### config.mk
export PLATFORM = sky130hd
export DESIGN_NAME = hazard_scheduler
export DESIGN_NICKNAME = d
export VERILOG_FILES = /design/src/rtl/hazard_scheduler_pkg.sv /design/src/rtl/hazard_scheduler_sb_match.sv /design/src/rtl/hazard_scheduler.sv
export SDC_FILE = /design/constraint.sdc
export NUM_CORES = 1
export LEC_CHECK = 0
export ABC_AREA = 1
export BUFFER_PORTS_ARGS = -buffer_cell sky130_fd_sc_hd__buf_2
export CAP_MARGIN = 30
export CORE_MARGIN = 2
export CORE_UTILIZATION = 35
export CTS_BUF_LIST = sky130_fd_sc_hd__clkbuf_16
export CTS_CLUSTER_SIZE = 16
export DETAILED_ROUTE_END_ITERATION = 8
export HOLD_SLACK_MARGIN = 0.1
export SYNTH_ARGS = -nofsm -noshare
export SYNTH_HDL_FRONTEND = slang
export SYNTH_SLANG_ARGS = --single-unit
### constraint.sdc
create_clock -name clk -period 1.1 [get_ports clk]
set_input_delay 0.11 -clock clk [delete_from_list [all_inputs] [get_ports clk]]
set_output_delay 0.11 -clock clk [all_outputs]
set_load 0.005 [all_outputs]
### src/rtl/hazard_scheduler_pkg.sv
// Shared types and constants for the decode-stage hazard scheduler.
package hazard_scheduler_pkg;

  // Register index width of the 16-bit core; also sizes the scoreboard rdst field.
  localparam int unsigned REG_W_DEF = 3;

  // Forwarding select encodings for the decode read ports.
  localparam logic [1:0] FWD_RF  = 2'b00;
  localparam logic [1:0] FWD_EX  = 2'b01;
  localparam logic [1:0] FWD_MEM = 2'b10;
  localparam logic [1:0] FWD_WB  = 2'b11;

  typedef enum logic [1:0] {
    StRun,
    StFlush,
    StDrain,
    StAck
  } state_e;

  // One in-flight writer tracked in EX, MEM or WB.
  typedef struct packed {
    logic                 valid;
    logic                 reg_write;
    logic                 mem_read;
    logic [REG_W_DEF-1:0] rdst;
  } sb_entry_t;

endpackage

### src/rtl/hazard_scheduler_sb_match.sv
// Compares one decode source against the EX/MEM/WB scoreboard entries.
module hazard_scheduler_sb_match
  import hazard_scheduler_pkg::*;
#(
  parameter int unsigned REG_W = REG_W_DEF
) (
  input  logic [REG_W-1:0] src_i,
  input  logic             use_i,
  input  sb_entry_t        ex_i,
  input  sb_entry_t        mem_i,
  input  sb_entry_t        wb_i,
  output logic [1:0]       fwd_sel_o,
  output logic             hit_o,
  output logic             ex_load_o
);

  logic hit_ex, hit_mem, hit_wb;

  // Only an EX-stage load can create a load-use hazard.
  logic unused_mem_read;
  assign unused_mem_read = mem_i.mem_read ^ wb_i.mem_read;

  assign hit_ex  = use_i && ex_i.valid  && ex_i.reg_write  && (ex_i.rdst[REG_W-1:0]  == src_i);
  assign hit_mem = use_i && mem_i.valid && mem_i.reg_write && (mem_i.rdst[REG_W-1:0] == src_i);
  assign hit_wb  = use_i && wb_i.valid  && wb_i.reg_write  && (wb_i.rdst[REG_W-1:0]  == src_i);

  assign hit_o     = hit_ex || hit_mem || hit_wb;
  assign ex_load_o = hit_ex && ex_i.mem_read;

  // Youngest writer wins: EX over MEM over WB.
  always_comb begin
    fwd_sel_o = FWD_RF;
    if (hit_ex) begin
      fwd_sel_o = FWD_EX;
    end else if (hit_mem) begin
      fwd_sel_o = FWD_MEM;
    end else if (hit_wb) begin
      fwd_sel_o = FWD_WB;
    end
  end

endmodule

### src/rtl/hazard_scheduler.sv
// Decode-stage hazard controller: forwarding, load-use stalls, branch flush, interrupt drain.
module hazard_scheduler
  import hazard_scheduler_pkg::*;
#(
  parameter int unsigned REG_W        = REG_W_DEF,  // must not exceed REG_W_DEF
  parameter bit          FWD_EN       = 1'b1,
  parameter int unsigned FLUSH_CYCLES = 1           // 1..3
) (
  input  logic             clk,
  input  logic             rst,
  input  logic             id_valid,
  input  logic [REG_W-1:0] id_rsrc1,
  input  logic             id_use1,
  input  logic [REG_W-1:0] id_rsrc2,
  input  logic             id_use2,
  input  logic [REG_W-1:0] id_rdst,
  input  logic             id_reg_write,
  input  logic             id_mem_read,
  input  logic             branch_taken,
  input  logic             int_req,
  output logic             stall_out,
  output logic             bubble_out,
  output logic             flush_out,
  output logic [1:0]       fwd1_sel,
  output logic [1:0]       fwd2_sel,
  output logic             int_ack
);

  state_e    state_q, state_d;
  logic [1:0] cnt_q, cnt_d;
  logic      int_pend_q, int_pend_d;
  logic      int_ack_q, int_ack_d;
  sb_entry_t ex_q, ex_d, mem_q, wb_q;

  logic [1:0] sel1, sel2;
  logic       hit1, hit2, ld1, ld2, hazard;

  hazard_scheduler_sb_match #(.REG_W(REG_W)) u_match1 (
    .src_i     (id_rsrc1),
    .use_i     (id_use1),
    .ex_i      (ex_q),
    .mem_i     (mem_q),
    .wb_i      (wb_q),
    .fwd_sel_o (sel1),
    .hit_o     (hit1),
    .ex_load_o (ld1)
  );

  hazard_scheduler_sb_match #(.REG_W(REG_W)) u_match2 (
    .src_i     (id_rsrc2),
    .use_i     (id_use2),
    .ex_i      (ex_q),
    .mem_i     (mem_q),
    .wb_i      (wb_q),
    .fwd_sel_o (sel2),
    .hit_o     (hit2),
    .ex_load_o (ld2)
  );

  // Without forwarding, any RAW match stalls (WB included: its write lands at the same edge).
  assign hazard   = id_valid && (FWD_EN ? (ld1 || ld2) : (hit1 || hit2));
  assign fwd1_sel = FWD_EN ? sel1 : FWD_RF;
  assign fwd2_sel = FWD_EN ? sel2 : FWD_RF;
  assign int_ack  = int_ack_q;

  // FSM next state and stall/bubble/flush outputs.
  always_comb begin
    state_d    = state_q;
    cnt_d      = cnt_q;
    stall_out  = 1'b0;
    bubble_out = 1'b0;
    flush_out  = 1'b0;
    unique case (state_q)
      StRun: begin
        if (branch_taken) begin
          // Flush overrides any concurrent load-use stall.
          flush_out  = 1'b1;
          bubble_out = 1'b1;
          if (FLUSH_CYCLES > 1) begin
            state_d = StFlush;
            cnt_d   = 2'(FLUSH_CYCLES - 1);
          end else if (int_pend_q) begin
            state_d = StDrain;
          end
        end else begin
          stall_out  = hazard;
          bubble_out = hazard;
          if (int_pend_q) begin
            state_d = StDrain;
          end
        end
      end
      StFlush: begin
        flush_out  = 1'b1;
        bubble_out = 1'b1;
        cnt_d      = cnt_q - 2'd1;
        if (cnt_q <= 2'd1) begin
          state_d = int_pend_q ? StDrain : StRun;
        end
      end
      StDrain: begin
        stall_out  = 1'b1;
        bubble_out = 1'b1;
        if (!ex_q.valid && !mem_q.valid && !wb_q.valid) begin
          state_d = StAck;
        end
      end
      StAck: begin
        stall_out  = 1'b1;
        bubble_out = 1'b1;
        state_d    = StRun;
      end
      default: state_d = StRun;
    endcase
  end

  // A request seen during ACK re-arms the pending flag after the clear.
  always_comb begin
    int_pend_d = (int_pend_q && (state_q != StAck)) || int_req;
    int_ack_d  = (state_d == StAck);
  end

  // Entry issued into EX; bubbles and empty decode slots enter as invalid.
  always_comb begin
    ex_d = '0;
    if (id_valid && !bubble_out) begin
      ex_d.valid               = 1'b1;
      ex_d.reg_write           = id_reg_write;
      ex_d.mem_read            = id_mem_read;
      ex_d.rdst[REG_W-1:0]     = id_rdst;
    end
  end

  // State, scoreboard shift and registered interrupt acknowledge.
  always_ff @(posedge clk or negedge rst) begin
    if (!rst) begin
      state_q    <= StRun;
      cnt_q      <= 2'd0;
      int_pend_q <= 1'b0;
      int_ack_q  <= 1'b0;
      ex_q       <= '0;
      mem_q      <= '0;
      wb_q       <= '0;
    end else begin
      state_q    <= state_d;
      cnt_q      <= cnt_d;
      int_pend_q <= int_pend_d;
      int_ack_q  <= int_ack_d;
      ex_q       <= ex_d;
      mem_q      <= ex_q;
      wb_q       <= mem_q;
    end
  end

endmodule

==> metrics.txt <==
GR Util All Layers=between 10% and 20%; synthesized area per cell=between 8 and 9 um^2; # nets final=roughly 220; XOR/XNOR Fraction of Synth Area=under 10%; Syn. warnings=0; share of the synthesized area in the top cell type=50.5%; routing usage on met3=under 10%; Final Skew=about 0.0019 ns; Simple-Gate Fraction of Synth Area=roughly 25%; IO Port Bufs=25; CP Capture Type=primary output; die height=approximately 60 um; Storage cell area=approximately 550 um^2; register area share after synthesis=between 50 and 60%; pwr/cell area=around 1700 nW/um^2; fmax=roughly 0.65 GHz; commonest non-fill, non-tap cells in the layout=buf_2 (25), buf_4 (24), inv_1 (23), nand2_1 (22), dfrtp_1 (22); largest net degree at the start of global routing=23; synth unique cells=18; RSZ-0062 raised after global routing=yes; worst skew pair latency=between 0.2 and 0.3 ns; initial DRC count=between 40 and 50; main combinational cell family by area after synthesis=simple AND/OR/NAND/NOR gates; commonest non-fill, non-tap cell in the layout=buf_2; met2 Usage GRT=between 20 and 30%; # clock sinks=22; gp weighted congestion=between 0.7 and 0.8; DR vias/cell=roughly 4.6; initial antenna violation count=0; relative slew slack=about two thirds; die area=3580 um^2; crit-path cells=inv_1 -> nand2_1 -> nand2_1 -> nor2_2 -> nand2_2 -> buf_4 -> a21boi_1 -> buf_2; via count=about 1100; clk root buf=clkbuf_16; Layout Cells excl Fill=around 230; Cells after Synth=~130; maxcap violations=0; total wire length=approximately 2.5 mm; initial core utilization=a little over a third; CTS HTree Levels=1; Final Cycle Share=140%; leading post-synthesis cells by cell area=dfrtp_1 (51%), nand2_1 (9.6%), inv_1 (8.6%); Worst Tran Pin Value=0.502 ns; Die X=59.8 um; Fillers=between 200 and 300; Placement Rows=20; Pleak=approximately 0.96 nW; P&R area growth vs syn=62.2%; Antenna Violating Nets Remaining=0; first-pass GRT wire length=between 4 and 5 mm; failing checks=negative setup slack; crit path from=ex_q[1]$_DFF_PN0_; mux share of post-synthesis cell area=0%; area share of fa/ha/maj cells after synthesis=1.15%; Slowest cell on crit path=dfrtp_1; Synth area leader=dfrtp_1; #FFs+latches synth=22; critical path launch point type=flip-flop; met1 Track Usage GR=roughly 20%; Overflow after GRT=0; Final Util=between 50% and 60%; Hold Path Class=input port to flip-flop; Required @ worst endpoint=0.99 ns; wire length per cell=11.1 um; busiest grt layer=met2; post-route setup slack=-0.441 ns; layout cells sized above 1=about 42%; TritonRoute pass-1 iters=3; Worst VDD drop=roughly 1100 uV; pre-CTS setup slack=-0.216 ns; Top cell by count, worst path=nand2_1; CP Max Fanout=4; Worst-path clk slew=roughly 0.060 ns; synthesized area=approximately 1100 um^2; final hold violation count=0; DRC=0; max-slew violations=0; Final setup viols=13; CTS tree=done; io pins=26; Worst Hold Launch=id_valid; placed cell count=209; TritonCTS buffer count=3; Inserted Diodes=0; DP HPWL=between 1.5 and 2 mm; clock tree buffer depth=2; Core Area=3000 um^2; WS Path Type=flip-flop to primary output; status=complete, but fails checks; area of the multi-input gates=between 500 and 600 um^2; Final min period=approximately 1.5 ns; Worst EP arrival=between 1 and 1.5 ns; Pwr Total=a little over 3 mW; vias in the first global route=between 1000 and 1500; Min Hold Slack=between 0.15 and 0.2 ns; Compound-Gate Fraction of Synth Area=~5.4%; worst r2r src=ex_q[2]$_DFF_PN0_; Post-Syn Nets=roughly 150; Largest stage delay, worst path=approximately 0.41 ns
==> flip-flops by register name (all words and copies together), names as in the netlist <==
name	flops
ex_q	6
state_q	2
int_pend_q	1
int_ack	1
cnt_q	2
wb_q	5
mem_q	5
==> critical path: cells and delay by family, from the launching register on <==
kind                   cells  cell delay (ns)
AOI/OAI and AO/OA          1             0.12
buffers and inverters      3             0.32
DFF                        1             0.41
and+or+nand+nor            4             0.32
==> cell usage after synthesis, drive strengths merged <==
| master | instances |
|---|---|
| o21ai | 2 |
| o21bai | 1 |
| nand4 | 4 |
| a211oi | 1 |
| a21boi | 2 |
| inv | 25 |
| a21oi | 3 |
| or2 | 1 |
| nor2 | 19 |
| xnor2 | 6 |
| nand2 | 28 |
| nand3 | 9 |
| ha | 1 |
| nor3 | 2 |
| dfrtp | 22 |
| xor2 | 6 |
==> timing repair <==
item,CTS,global route
endpoints found under the hold margin,28,0
pin swaps,9,10
hold buffers,7,0
setup buffers,5,6
gates resized for setup,21,15
endpoints found under the setup margin,15,16
==> kinds of logic (layout without fill, tap and decap cells) <==
logic type,after synthesis,count (layout)
buf+inv,25,88
flops,22,22
fa+ha+maj,1,1
compound gates,9,9
simple gates,63,63
xor+xnor,12,12
==> layer usage <==
layer,vias to the layer above,share of wire (%),routed length (um)
li1,532,-,-
met1,489,43,1070
met2,27,50,1270
met3,7,4.9,124
met4,0,2.2,55
met5,-,0,0
==> path summary, 6_finish.rpt <==
check | end | slack, ns | cells after the start
max | fwd2_sel[1] | -0.44 | 8
min | ex_q[2]$_DFF_PN0_ | 0.18 | 3
max reg2reg | ex_q[1]$_DFF_PN0_ | -0.26 | 8
min reg2reg | wb_q[4]$_DFF_PN0_ | 0.38 | 0
max in group asynchronous | mem_q[0]$_DFF_PN0_ | 0.39 | 2
min in group asynchronous | wb_q[5]$_DFF_PN0_ | 0.36 | 2
==> report_power, final <==
part	switching [mW]	internal [mW]	total [mW]	leakage, nW
combinational	0.457	0.536	0.994	0.619
sequential	0.102	0.965	1.07	0.290
clock	0.291	0.723	1.01	0.0511
total	0.850	2.22	3.07	0.960
==> through the flow <==
stage	area, um^2	TNS, ns
after floorplan	1090	0
after global placement	1400	-1.27
after detailed placement	1400	-1.83
after CTS	1670	-3.34
after global routing	1770	-4.98
final	1770	-3.83
==> final cells by class <==
type | instances | share of cell area [%]
clock buffers | 3 | 4.25
well taps | 33 | 2.34
repair buffers | 59 | 23.1
multi-input cells | 85 | 32.1
flip-flops and latches | 22 | 31.1
inverters | 25 | 5.31
clock inverters | 1 | 1.70
Power figures use the tool's default switching activity.
